$ cat config.mk
export PLATFORM = sky130hd
export DESIGN_NAME = hbridge_drive
export DESIGN_NICKNAME = d
export VERILOG_FILES = /design/src/rtl/hbridge_pkg.sv /design/src/rtl/hbridge_channel.sv /design/src/rtl/hbridge_drive.sv
export SDC_FILE = /design/constraint.sdc
export NUM_CORES = 1
export LEC_CHECK = 0
export CORE_ASPECT_RATIO = 0.7
export CORE_MARGIN = 8
export CORE_UTILIZATION = 50
export DETAILED_ROUTE_END_ITERATION = 12
export PLACE_DENSITY = 0.74
export SLEW_MARGIN = 20
export SYNTH_ARGS = -nofsm -noshare
export SYNTH_HDL_FRONTEND = slang
export SYNTH_SLANG_ARGS = --single-unit
$ cat constraint.sdc
create_clock -name clk -period 5.6 [get_ports clk]
set_input_delay 1.4 -clock clk [delete_from_list [all_inputs] [get_ports clk]]
set_output_delay 1.4 -clock clk [all_outputs]
set_load 0.01 [all_outputs]
$ cat src/rtl/hbridge_pkg.sv
// Shared encodings for the two-channel H-bridge output stage.
package hbridge_pkg;

  // Duty and PWM counter width
  localparam int DATA_W = 8;

  // Command direction encodings
  localparam logic [1:0] DIR_COAST = 2'b00;
  localparam logic [1:0] DIR_FWD   = 2'b01;
  localparam logic [1:0] DIR_REV   = 2'b10;
  localparam logic [1:0] DIR_BRAKE = 2'b11;

  // Per-channel bridge state
  typedef enum logic [2:0] {
    CH_IDLE,
    CH_RUN,
    CH_BRAKE,
    CH_DEAD,
    CH_FAULT
  } ch_state_e;

endpackage

$ cat src/rtl/hbridge_channel.sv
// One bridge side: state machine, dead-time counter, duty ramp and
// registered IN/PWM drive. Outputs are forced low the same cycle the
// synchronized fault is seen so the bridge is released within 3 clk.
module hbridge_channel
  import hbridge_pkg::*;
#(
  parameter int DEAD_CYCLES = 5000,
  parameter int RAMP_STEP   = 8
) (
  input  logic              clk,
  input  logic              rst,
  input  logic              fault_s,
  input  logic              clear_fault,
  input  logic              period_end,
  input  logic [DATA_W-1:0] pwm_cnt,
  input  logic [1:0]        target_dir,
  input  logic [DATA_W-1:0] target_duty,
  output logic              in_a,
  output logic              in_b,
  output logic              pwm_out,
  output logic              in_dead,
  output logic              in_fault
);

  localparam int DCNT_W = (DEAD_CYCLES > 1) ? $clog2(DEAD_CYCLES) : 1;
  localparam logic [DCNT_W-1:0] DEAD_LOAD = DCNT_W'(DEAD_CYCLES - 1);
  localparam logic signed [DATA_W+1:0] STEP_S = (DATA_W + 2)'(RAMP_STEP);

  ch_state_e         state_q, state_d;
  logic [1:0]        dir_q, dir_d;
  logic [DATA_W-1:0] duty_cur_q, duty_cur_d;
  logic [DCNT_W-1:0] dead_cnt_q, dead_cnt_d;
  logic              in_a_q, in_a_d;
  logic              in_b_q, in_b_d;
  logic              pwm_q, pwm_d;

  // Move one ramp step toward the target, landing exactly on it when
  // closer than a step; the widened signed difference cannot wrap.
  function automatic logic [DATA_W-1:0] ramp_sat(input logic [DATA_W-1:0] cur,
                                                 input logic [DATA_W-1:0] tgt);
    logic signed [DATA_W+1:0] cur_s;
    logic signed [DATA_W+1:0] tgt_s;
    logic signed [DATA_W+1:0] diff_s;
    logic signed [DATA_W+1:0] next_s;
    cur_s  = signed'({2'b00, cur});
    tgt_s  = signed'({2'b00, tgt});
    diff_s = tgt_s - cur_s;
    if (diff_s > STEP_S) begin
      next_s = cur_s + STEP_S;
    end else if (diff_s < -STEP_S) begin
      next_s = cur_s - STEP_S;
    end else begin
      next_s = tgt_s;
    end
    return DATA_W'(next_s);
  endfunction

  // Next state, applied direction, ramped duty and dead-time count
  always_comb begin
    state_d    = state_q;
    dir_d      = dir_q;
    duty_cur_d = duty_cur_q;
    dead_cnt_d = dead_cnt_q;
    if (fault_s) begin
      state_d    = CH_FAULT;
      duty_cur_d = '0;
    end else begin
      case (state_q)
        CH_IDLE: begin
          duty_cur_d = '0;
          if (target_dir == DIR_FWD || target_dir == DIR_REV) begin
            state_d = CH_RUN;
            dir_d   = target_dir;
          end else if (target_dir == DIR_BRAKE) begin
            state_d = CH_BRAKE;
          end
        end
        CH_RUN: begin
          if (target_dir != dir_q) begin
            state_d    = CH_DEAD;
            dead_cnt_d = DEAD_LOAD;
            duty_cur_d = '0;
          end else if (period_end) begin
            duty_cur_d = ramp_sat(duty_cur_q, target_duty);
          end
        end
        CH_BRAKE: begin
          duty_cur_d = '0;
          if (target_dir != DIR_BRAKE) begin
            state_d    = CH_DEAD;
            dead_cnt_d = DEAD_LOAD;
          end
        end
        CH_DEAD: begin
          duty_cur_d = '0;
          if (dead_cnt_q == '0) begin
            state_d = CH_IDLE;
          end else begin
            dead_cnt_d = dead_cnt_q - 1'b1;
          end
        end
        CH_FAULT: begin
          duty_cur_d = '0;
          if (clear_fault) begin
            state_d = CH_IDLE;
          end
        end
        default: begin
          state_d    = CH_IDLE;
          duty_cur_d = '0;
        end
      endcase
    end
  end

  // Bridge pin levels for the current state, all low under a fault
  always_comb begin
    in_a_d = 1'b0;
    in_b_d = 1'b0;
    pwm_d  = 1'b0;
    if (!fault_s) begin
      case (state_q)
        CH_RUN: begin
          in_a_d = (dir_q == DIR_FWD);
          in_b_d = (dir_q == DIR_REV);
          pwm_d  = (pwm_cnt < duty_cur_q);
        end
        CH_BRAKE: begin
          in_a_d = 1'b1;
          in_b_d = 1'b1;
          pwm_d  = 1'b1;
        end
        default: begin
          in_a_d = 1'b0;
        end
      endcase
    end
  end

  // State machine and registered outputs
  always_ff @(posedge clk or posedge rst) begin
    if (rst) begin
      state_q    <= CH_IDLE;
      dir_q      <= DIR_COAST;
      duty_cur_q <= '0;
      dead_cnt_q <= '0;
      in_a_q     <= 1'b0;
      in_b_q     <= 1'b0;
      pwm_q      <= 1'b0;
    end else begin
      state_q    <= state_d;
      dir_q      <= dir_d;
      duty_cur_q <= duty_cur_d;
      dead_cnt_q <= dead_cnt_d;
      in_a_q     <= in_a_d;
      in_b_q     <= in_b_d;
      pwm_q      <= pwm_d;
    end
  end

  assign in_a     = in_a_q;
  assign in_b     = in_b_q;
  assign pwm_out  = pwm_q;
  assign in_dead  = (state_q == CH_DEAD);
  assign in_fault = (state_q == CH_FAULT);

endmodule

$ cat src/rtl/hbridge_drive.sv
// Two-channel H-bridge output stage: shared PWM timebase, command
// targets, fault synchronizers and the two channel controllers.
module hbridge_drive
  import hbridge_pkg::*;
#(
  parameter int PRESCALE    = 196,
  parameter int DEAD_CYCLES = 5000,
  parameter int RAMP_STEP   = 8
) (
  input  logic              clk,
  input  logic              rst,
  input  logic              cmd_valid,
  output logic              cmd_ready,
  input  logic [1:0]        cmd_dir_l,
  input  logic [1:0]        cmd_dir_r,
  input  logic [DATA_W-1:0] cmd_duty_l,
  input  logic [DATA_W-1:0] cmd_duty_r,
  input  logic              fault_l,
  input  logic              fault_r,
  input  logic              clear_fault,
  output logic              IN1,
  output logic              IN2,
  output logic              IN3,
  output logic              IN4,
  output logic              PWM_out_L,
  output logic              PWM_out_R,
  output logic [1:0]        fault_latched
);

  localparam int PS_W = (PRESCALE > 1) ? $clog2(PRESCALE) : 1;
  localparam logic [PS_W-1:0] PS_LAST = PS_W'(PRESCALE - 1);

  logic [PS_W-1:0]   presc_q, presc_d;
  logic [DATA_W-1:0] pwm_cnt_q, pwm_cnt_d;
  logic [1:0]        tdir_l_q, tdir_l_d, tdir_r_q, tdir_r_d;
  logic [DATA_W-1:0] tduty_l_q, tduty_l_d, tduty_r_q, tduty_r_d;
  logic              fault_l_p0, fault_l_p1, fault_r_p0, fault_r_p1;
  logic              tick, period_end;
  logic              dead_l, dead_r, flt_l, flt_r;

  assign tick       = (presc_q == PS_LAST);
  assign period_end = tick && (pwm_cnt_q == '1);
  assign cmd_ready  = ~(dead_l | dead_r);

  // Prescaler and 8-bit PWM counter
  always_comb begin
    presc_d   = presc_q + 1'b1;
    pwm_cnt_d = pwm_cnt_q;
    if (tick) begin
      presc_d   = '0;
      pwm_cnt_d = pwm_cnt_q + 1'b1;
    end
  end

  // Both channel targets load together on an accepted command
  always_comb begin
    tdir_l_d  = tdir_l_q;
    tdir_r_d  = tdir_r_q;
    tduty_l_d = tduty_l_q;
    tduty_r_d = tduty_r_q;
    if (cmd_valid && cmd_ready) begin
      tdir_l_d  = cmd_dir_l;
      tdir_r_d  = cmd_dir_r;
      tduty_l_d = cmd_duty_l;
      tduty_r_d = cmd_duty_r;
    end
  end

  // Timebase, targets and 2-FF fault synchronizers
  always_ff @(posedge clk or posedge rst) begin
    if (rst) begin
      presc_q    <= '0;
      pwm_cnt_q  <= '0;
      tdir_l_q   <= DIR_COAST;
      tdir_r_q   <= DIR_COAST;
      tduty_l_q  <= '0;
      tduty_r_q  <= '0;
      fault_l_p0 <= 1'b0;
      fault_l_p1 <= 1'b0;
      fault_r_p0 <= 1'b0;
      fault_r_p1 <= 1'b0;
    end else begin
      presc_q    <= presc_d;
      pwm_cnt_q  <= pwm_cnt_d;
      tdir_l_q   <= tdir_l_d;
      tdir_r_q   <= tdir_r_d;
      tduty_l_q  <= tduty_l_d;
      tduty_r_q  <= tduty_r_d;
      fault_l_p0 <= fault_l;
      fault_l_p1 <= fault_l_p0;
      fault_r_p0 <= fault_r;
      fault_r_p1 <= fault_r_p0;
    end
  end

  hbridge_channel #(
    .DEAD_CYCLES(DEAD_CYCLES),
    .RAMP_STEP  (RAMP_STEP)
  ) u_ch_l (
    .clk        (clk),
    .rst        (rst),
    .fault_s    (fault_l_p1),
    .clear_fault(clear_fault),
    .period_end (period_end),
    .pwm_cnt    (pwm_cnt_q),
    .target_dir (tdir_l_q),
    .target_duty(tduty_l_q),
    .in_a       (IN1),
    .in_b       (IN2),
    .pwm_out    (PWM_out_L),
    .in_dead    (dead_l),
    .in_fault   (flt_l)
  );

  hbridge_channel #(
    .DEAD_CYCLES(DEAD_CYCLES),
    .RAMP_STEP  (RAMP_STEP)
  ) u_ch_r (
    .clk        (clk),
    .rst        (rst),
    .fault_s    (fault_r_p1),
    .clear_fault(clear_fault),
    .period_end (period_end),
    .pwm_cnt    (pwm_cnt_q),
    .target_dir (tdir_r_q),
    .target_duty(tduty_r_q),
    .in_a       (IN3),
    .in_b       (IN4),
    .pwm_out    (PWM_out_R),
    .in_dead    (dead_r),
    .in_fault   (flt_r)
  );

  assign fault_latched = {flt_r, flt_l};

endmodule
==> results.md, run 1 <==
- Outcome: finished clean
- HPWL after detailed placement: 9750 microns
- Die area: 15700 sq um
- CTS Root Buffer Type: sky130_fd_sc_hd__clkbuf_16
- PwrDens: 352 nW/um^2
- Cell type of the slowest stage on the worst timing path: sky130_fd_sc_hd__dfrtp_1
- Cts-stage hold buffer count: 0
- # port buffers: 34
- Max-capacitance violation count: 0
- Antenna violations before repair: 0
- Synth Net Count: 698
- Initial DRT Pass Iterations: 5
- Worst setup startpoint: u_ch_r.state_q[1]$_DFFE_PP0P_
- Proportion of synthesized chip area in sequential cells: 0.413
- Worst setup endpoint: cmd_ready
- Postcts setup bufs: 0
- Unrepaired setup endpoints after global routing: false
- PostCTS Resize Cnt: 0
- Fin Clk Skew: 0.0101 ns
- Max IR drop VDD: 0.172 mV
- Residual DRC count: 0
- Routed len/inst: 15.9 microns
- Global-route wire length before repair: 22500 microns
- Total via count in the routed design: 4695
- Share of cells above drive strength 1: 0.0867
- Crit. path cell count: 4
- Startpoint Class: flop
- Number of slew-limit violations in the final report: 0
- Crit end category: output port
- Die H: 107 microns
- Endpoint of the most critical register-to-register path: u_ch_r.duty_cur_q[7]$_DFFE_PP0P_
- CTS HTree Levels: 3
- Logic depth of the worst register-to-register path: 11
- Post-synth EDFFs: 0
- Number of nets in the final layout: 734
- Arr. time, crit path: 1.95 ns
- CTS Sinks: 98
- Slew at the pin closest to its max-slew limit: 0.995 ns
- Remaining max-slew budget at the tightest pin: 0.335
- Standard cell area after detailed placement: 6440 sq um
- TritonCTS clock tree: yes
- Final critical path time including I/O delays and setup: 3.35 ns
- Clock Pin Slew Worst Setup and Hold Paths: 0.07 ns
- Peak fanout along the critical path: 10
- Number of core rows: 33
- Register-to-Register Setup Slack: 2.52 ns
- Count of final hold-check violations: 0
- Post-route worst setup slack: 2.25 ns
- Class of the tightest hold or removal check: reg2reg
- Share of flip-flops with an asynchronous set or reset: 1.00
- Antenna viol nets, final: 0
- Number of top-level pins: 35
- Post-synthesis to final-layout area growth: 14.7%
- Placed Cells incl. Taps: 810
- Number of DRC violations after detailed-routing iteration 0: 345
- Filler Cells Inserted: 990
- Family with the most delay on the worst path: simple AND/OR/NAND/NOR gates
- Flip-flop and latch count after synthesis: 98
- Cell depth of the worst min-delay path: 0
- Cell count after synthesis: 628
- Highest clock rate: 298 MHz
- Worst slack, placed: 2.46 ns
- Post-Syn Area: 5940 sq um
- Inserted Clock Buffers: 9
- Buffers & Inverters on Critical Path: 1
- Initial standard-cell utilization of the core: 0.510
- Post-DR vias/cell: 5.68
- Leftover overflow at the end of global routing: 0
- Antenna Cells: 0
- Total Negative Setup Slacks: 0 ns
- Most used DFF post-synth: sky130_fd_sc_hd__dfrtp_1
- Cell with the most instances on the worst path: sky130_fd_sc_hd__nor2_1
- Type of the setup path with the least slack: reg2out
- Routed wire length: 13100 microns
- Launch instance of the worst register-to-register path: u_ch_r.duty_cur_q[5]$_DFFE_PP0P_
- Clk_lat worst skew: 0.34 ns
- Overall Global Routing Usage: 0.171
- Worst Hold Slack: 0.352 ns
- Number of warnings printed during yosys synthesis: 0
- Horiz. Die Dim: 146 microns
- Mean area per synthesized cell: 9.46 sq um
- Distinct cell type count after synthesis: 64
- Leakage power summed over all cells: 2.90 nW
- Final worst path period share: 0.599
- Area of the core: 11600 sq um
- Non-Filler Cell Area, Final: 6810 sq um
- Clk buf depth: 2
- Maximum number of pins on one net before global-route repair: 69
- Routability congestion estimate: 0.854
- Via count of the first global-routing pass: 4817
- Delay contributed by the slowest stage of the critical path: 0.51 ns
- Finish-stage setup viols: 0
- Number of standard cells in the layout, taps in and fillers out: 826
- Data required, critical path: 4.20 ns
- Chain of cells forming the critical path: nand2_1 > nor2_1 > nor2_1 > clkdlybuf4s50_1
==> cell families after synthesis <==
logic type               after synthesis  synth area share
AO/OA/AOI/OAI                        114             0.127
XOR/XNOR                              54            0.0796
adder cells (fa/ha/maj)               44            0.0952
buffers and inverters                 56            0.0367
flip-flops                            98             0.413
multiplexers                          29            0.0533
AND/OR/NAND/NOR                      233             0.195
==> cell usage after synthesis (all sizes together) (9+ instances only) <==
| cell | n | area (sq um) |
|---|---|---|
| nand2b | 11 | 68.8 |
| xnor2 | 41 | 359 |
| a21oi | 31 | 155 |
| inv | 45 | 169 |
| ha | 42 | 526 |
| nor2 | 68 | 258 |
| nor3 | 16 | 80.1 |
| nand3 | 22 | 110 |
| or2 | 9 | 58.8 |
| clkbuf | 9 | 33.8 |
| nand2 | 54 | 203 |
| xor2 | 13 | 114 |
| mux2 | 21 | 236 |
| o21ai | 29 | 145 |
| a21o | 9 | 67.6 |
| dfrtp | 98 | 2450 |
==> final cells by class <==
cell class	count	area (sq um)	area share
multi-input cells	474	3270	0.480
flip-flops and latches	98	2450	0.360
clock buffers	10	229	0.0336
well taps	157	196	0.0288
clock inverters	6	136	0.0200
repair buffers	36	355	0.0522
inverters	45	171	0.0252
==> layer usage <==
layer | GRT usage | part of all wire | vias to the layer above | wire (microns)
li1 | - | - | 2266 | -
met1 | 0.216 | 0.47 | 2294 | 6110
met2 | 0.287 | 0.48 | 109 | 6250
met3 | 0.0379 | 0.036 | 26 | 478
met4 | 0.0630 | 0.020 | 0 | 263
met5 | 0 | 0 | - | 0
==> placed cells by master, fill, tap and decap left out, types with 8 or more instances in the layout <==
cell / n
sky130_fd_sc_hd__inv_1: 43
sky130_fd_sc_hd__nand2b_1: 11
sky130_fd_sc_hd__mux2i_1: 8
sky130_fd_sc_hd__a21o_1: 9
sky130_fd_sc_hd__clkbuf_16: 9
sky130_fd_sc_hd__nand3_1: 22
sky130_fd_sc_hd__nand4_1: 8
sky130_fd_sc_hd__nand3b_1: 8
sky130_fd_sc_hd__nor2_1: 67
sky130_fd_sc_hd__xor2_1: 13
sky130_fd_sc_hd__dfrtp_1: 98
sky130_fd_sc_hd__nor3_1: 16
sky130_fd_sc_hd__o21ai_0: 27
sky130_fd_sc_hd__a21oi_1: 31
sky130_fd_sc_hd__xnor2_1: 41
sky130_fd_sc_hd__ha_1: 42
sky130_fd_sc_hd__mux2_2: 21
sky130_fd_sc_hd__nand2_1: 54
sky130_fd_sc_hd__clkdlybuf4s50_1: 34
sky130_fd_sc_hd__or2_2: 8
==> registers in the layout, summed over array words and instances, names as in the netlist, 8 cells and up <==
signal	cells
u_ch_r.dead_cnt_q	13
tduty_r_q	8
pwm_cnt_q	8
u_ch_r.duty_cur_q	8
presc_q	8
u_ch_l.dead_cnt_q	13
u_ch_l.duty_cur_q	8
tduty_l_q	8
==> worst min-delay path by stage <==
| stage | from | endpoint |
|---|---|---|
| final | fault_l_p0$_DFF_PP0_ | fault_l_p1$_DFF_PP0_ |
| after global routing | fault_l_p0$_DFF_PP0_ | fault_l_p1$_DFF_PP0_ |
| after CTS | fault_l_p0$_DFF_PP0_ | fault_l_p1$_DFF_PP0_ |
| after detailed placement | fault_l_p0$_DFF_PP0_ | fault_l_p1$_DFF_PP0_ |
| after global placement | fault_r_p0$_DFF_PP0_ | fault_r_p1$_DFF_PP0_ |
| after floorplan | fault_l_p0$_DFF_PP0_ | fault_l_p1$_DFF_PP0_ |
==> power by group <==
| group | switching (mW) | internal (mW) | leakage [nW] |
|---|---|---|---|
| combinational | 0.377 | 0.297 | 1.51 |
| sequential | 0.140 | 0.830 | 1.22 |
| clock | 0.271 | 0.484 | 0.173 |
| total | 0.788 | 1.61 | 2.90 |
==> worst register-to-register path: stages, from the launching register on <==
cell	delay, ns
sky130_fd_sc_hd__dfrtp_1	0.46
sky130_fd_sc_hd__inv_1	0.14
sky130_fd_sc_hd__ha_1	0.36
sky130_fd_sc_hd__nor3b_1	0.16
sky130_fd_sc_hd__a31oi_1	0.14
sky130_fd_sc_hd__a21boi_0	0.21
sky130_fd_sc_hd__o311ai_0	0.25
sky130_fd_sc_hd__o41a_4	0.60
sky130_fd_sc_hd__nor2_2	0.17
sky130_fd_sc_hd__inv_2	0.06
sky130_fd_sc_hd__a2bb2oi_1	0.13
sky130_fd_sc_hd__a32o_1	0.29
==> per-stage QoR <==
step / power (mW) / util
final: 2.40 / 0.585
after floorplan: 1.45 / -
after global routing: 2.53 / 0.585
after detailed placement: 1.64 / 0.553
after CTS: 2.40 / 0.585
after global placement: 1.59 / 0.553
No activity file was read; power rests on OpenSTA's default activity.
==> inputs of run 2 (changes only) <==
Settings changed: PLACE_DENSITY 0.74 to 0.76.
Clock period 5.6 ns to 2.85 ns, I/O delays scaled along.
==> results.md, run 2 (same netlist as run 1, synthesis figures left out) <==
- Outcome: finished clean (unchanged)
- Data required, critical path: 3.13 ns (was 4.20 ns)
- Routability congestion estimate: 0.909 (was 0.854)
- CTS HTree Levels: 3 (unchanged)
- Worst Hold Slack: 0.359 ns (was 0.352 ns)
- Arr. time, crit path: 3.03 ns (was 1.95 ns)
- Worst slack, placed: -0.0194 ns (was 2.46 ns)
- Placed Cells incl. Taps: 821 (was 810)
- Total Negative Setup Slacks: 0 ns (unchanged)
- Maximum number of pins on one net before global-route repair: 48 (was 69)
- Count of final hold-check violations: 0 (unchanged)
- Antenna Cells: 0 (unchanged)
- Area of the core: 11600 sq um (unchanged)
- PwrDens: 649 nW/um^2 (was 352 nW/um^2)
- Number of nets in the final layout: 749 (was 734)
- Number of DRC violations after detailed-routing iteration 0: 343 (was 345)
- Beginning of the worst hold path: fault_l_p0$_DFF_PP0_ (unchanged)
- Worst setup startpoint: tduty_r_q[1]$_DFFE_PP0P_ (was u_ch_r.state_q[1]$_DFFE_PP0P_)
- Post-route worst setup slack: 0.102 ns (was 2.25 ns)
- Slew at the pin closest to its max-slew limit: 0.634 ns (was 0.995 ns)
- Fin Clk Skew: 0.00995 ns (was 0.0101 ns)
- Type of the setup path with the least slack: reg2reg (was reg2out)
- Startpoint Class: flop (unchanged)
- Clk_lat worst skew: 0.35 ns (was 0.34 ns)
- Class of the tightest hold or removal check: reg2reg (unchanged)
- Clock Pin Slew Worst Setup and Hold Paths: 0.07 ns (about the same)
- Most frequent standard cell in the layout excluding fill and tap cells: sky130_fd_sc_hd__dfrtp_1 (unchanged)
- Horiz. Die Dim: 146 microns (unchanged)
- Largest registers in the final layout: u_ch_l.dead_cnt_q (13), u_ch_r.dead_cnt_q (13) (unchanged)
- Inserted Clock Buffers: 9 (unchanged)
- HPWL after detailed placement: 9780 microns (was 9750 microns)
- Leakage power summed over all cells: 2.96 nW (was 2.90 nW)
- Antenna viol nets, final: 0 (unchanged)
- CTS Sinks: 98 (unchanged)
- Routed wire length: 13200 microns (was 13100 microns)
- Filler Cells Inserted: 973 (was 990)
- Die area: 15700 sq um (unchanged)
- CTS Root Buffer Type: sky130_fd_sc_hd__clkbuf_16 (unchanged)
- Cts-stage hold buffer count: 0 (unchanged)
- Initial standard-cell utilization of the core: 0.510 (unchanged)
- Final worst path period share: 0.964
- Number of top-level pins: 35 (unchanged)
- Post-DR vias/cell: 5.71 (was 5.68)
- Initial DRT Pass Iterations: 5 (unchanged)
- Clk buf depth: 2 (unchanged)
- Final critical path time including I/O delays and setup: 2.75 ns
- TritonCTS clock tree: yes (unchanged)
- Antenna violations before repair: 0 (unchanged)
- Highest clock rate: 364 MHz
- Post-synthesis to final-layout area growth: 17.8% (was 14.7%)
- Overall Global Routing Usage: 0.171 (about the same)
- Max IR drop VDD: 0.360 mV (was 0.172 mV)
- Peak fanout along the critical path: 6 (was 10)
- Via count of the first global-routing pass: 4709 (was 4817)
- Crit end category: flop (was output port)
- # port buffers: 34 (unchanged)
- Leading cell types in the layout, fill and taps excluded: sky130_fd_sc_hd__dfrtp_1, sky130_fd_sc_hd__nor2_1, sky130_fd_sc_hd__nand2_1 (unchanged)
- Launch instance of the worst register-to-register path: tduty_r_q[1]$_DFFE_PP0P_ (was u_ch_r.duty_cur_q[5]$_DFFE_PP0P_)
- Remaining max-slew budget at the tightest pin: 0.574 (was 0.335)
- Global-route wire length before repair: 22300 microns (was 22500 microns)
- Number of standard cells in the layout, taps in and fillers out: 841 (was 826)
- Total via count in the routed design: 4798 (was 4695)
- Share of cells above drive strength 1: 0.143 (was 0.0867)
- Residual DRC count: 0 (unchanged)
- Die H: 107 microns (unchanged)
- Number of slew-limit violations in the final report: 0 (unchanged)
- Routed len/inst: 15.7 microns (was 15.9 microns)
- Leftover overflow at the end of global routing: 0 (unchanged)
- Finish-stage setup viols: 0 (unchanged)
- Max-capacitance violation count: 0 (unchanged)
- Number of core rows: 33 (unchanged)
## run 2: cell count changes in the layout (fill, tap and decap cells not counted), moves of 3 or more
| cell | previous run | this run |
|---|---|---|
| sky130_fd_sc_hd__inv_8 | 0 | 3 |
| sky130_fd_sc_hd__a21oi_2 | 0 | 3 |
| sky130_fd_sc_hd__buf_4 | 2 | 15 |
| sky130_fd_sc_hd__a21oi_1 | 31 | 28 |
| sky130_fd_sc_hd__bufinv_16 | 4 | 0 |
## run 2: area by class of cell
type,instances,area [sq um],area share
Sequential cell,98,2450,0.351
Timing Repair Buffer,51,493,0.0705
Inverter,45,173,0.0247
Clock inverter,7,67.6,0.00966
Clock buffer,9,225,0.0322
Multi-Input combinational cell,474,3390,0.484
Tap cell,157,196,0.0281
## run 2: final timing paths
path	cells past startpoint	end	slack [ns]
max	12	u_ch_r.duty_cur_q[5]$_DFFE_PP0P_	0.10
max in group asynchronous	3	u_ch_r.duty_cur_q[3]$_DFFE_PP0P_	1.41
min reg2reg	0	fault_l_p1$_DFF_PP0_	0.36
min in group asynchronous	2	u_ch_l.dead_cnt_q[3]$_DFFE_PP0P_	0.78
min	0	fault_l_p1$_DFF_PP0_	0.36
max reg2reg	12	u_ch_r.duty_cur_q[5]$_DFFE_PP0P_	0.10
## run 2: layer usage
metal / track usage / vias up / wire length, microns
met5: 0 / - / 0
met4: 0.0608 / 0 / 281
met3: 0.0332 / 26 / 563
met2: 0.283 / 141 / 6380
met1: 0.221 / 2328 / 6000
li1: - / 2303 / -
## run 2: power by group
part,switching (mW),internal (mW)
logic,0.787,0.645
registers,0.269,1.63
clock network,0.590,0.619
total,1.65,2.89
## run 2: metrics by stage
| stage | util | area, sq um | total power, mW |
|---|---|---|---|
| 2_1_floorplan | - | 5940 | 2.86 |
| 3_3_place_gp | 0.563 | 6550 | 3.16 |
| 4_1_cts | 0.589 | 6860 | 4.48 |
| 5_1_grt | 0.601 | 7000 | 4.82 |
| 6_report | 0.601 | 7000 | 4.54 |
| 3_5_place_dp | 0.563 | 6550 | 3.25 |
## run 2: repair_timing
item,in CTS,in global routing
setup buffers,1,3
gates cloned,0,0
pin swaps,0,3
gates resized for setup,1,29
endpoints found under the setup margin,3,15
## run 2: critical path, stage by stage (launching register included)
cell                       delay [ns]
sky130_fd_sc_hd__dfrtp_1         0.43
sky130_fd_sc_hd__inv_1           0.12
sky130_fd_sc_hd__fa_2            0.41
sky130_fd_sc_hd__nand2b_4        0.16
sky130_fd_sc_hd__a21oi_2         0.13
sky130_fd_sc_hd__xnor2_1         0.09
sky130_fd_sc_hd__a21o_1          0.18
sky130_fd_sc_hd__o41a_4          0.49
sky130_fd_sc_hd__buf_4           0.17
sky130_fd_sc_hd__nand2_1         0.06
sky130_fd_sc_hd__nand2_1         0.06
sky130_fd_sc_hd__a311oi_2        0.26
sky130_fd_sc_hd__a21o_1          0.11
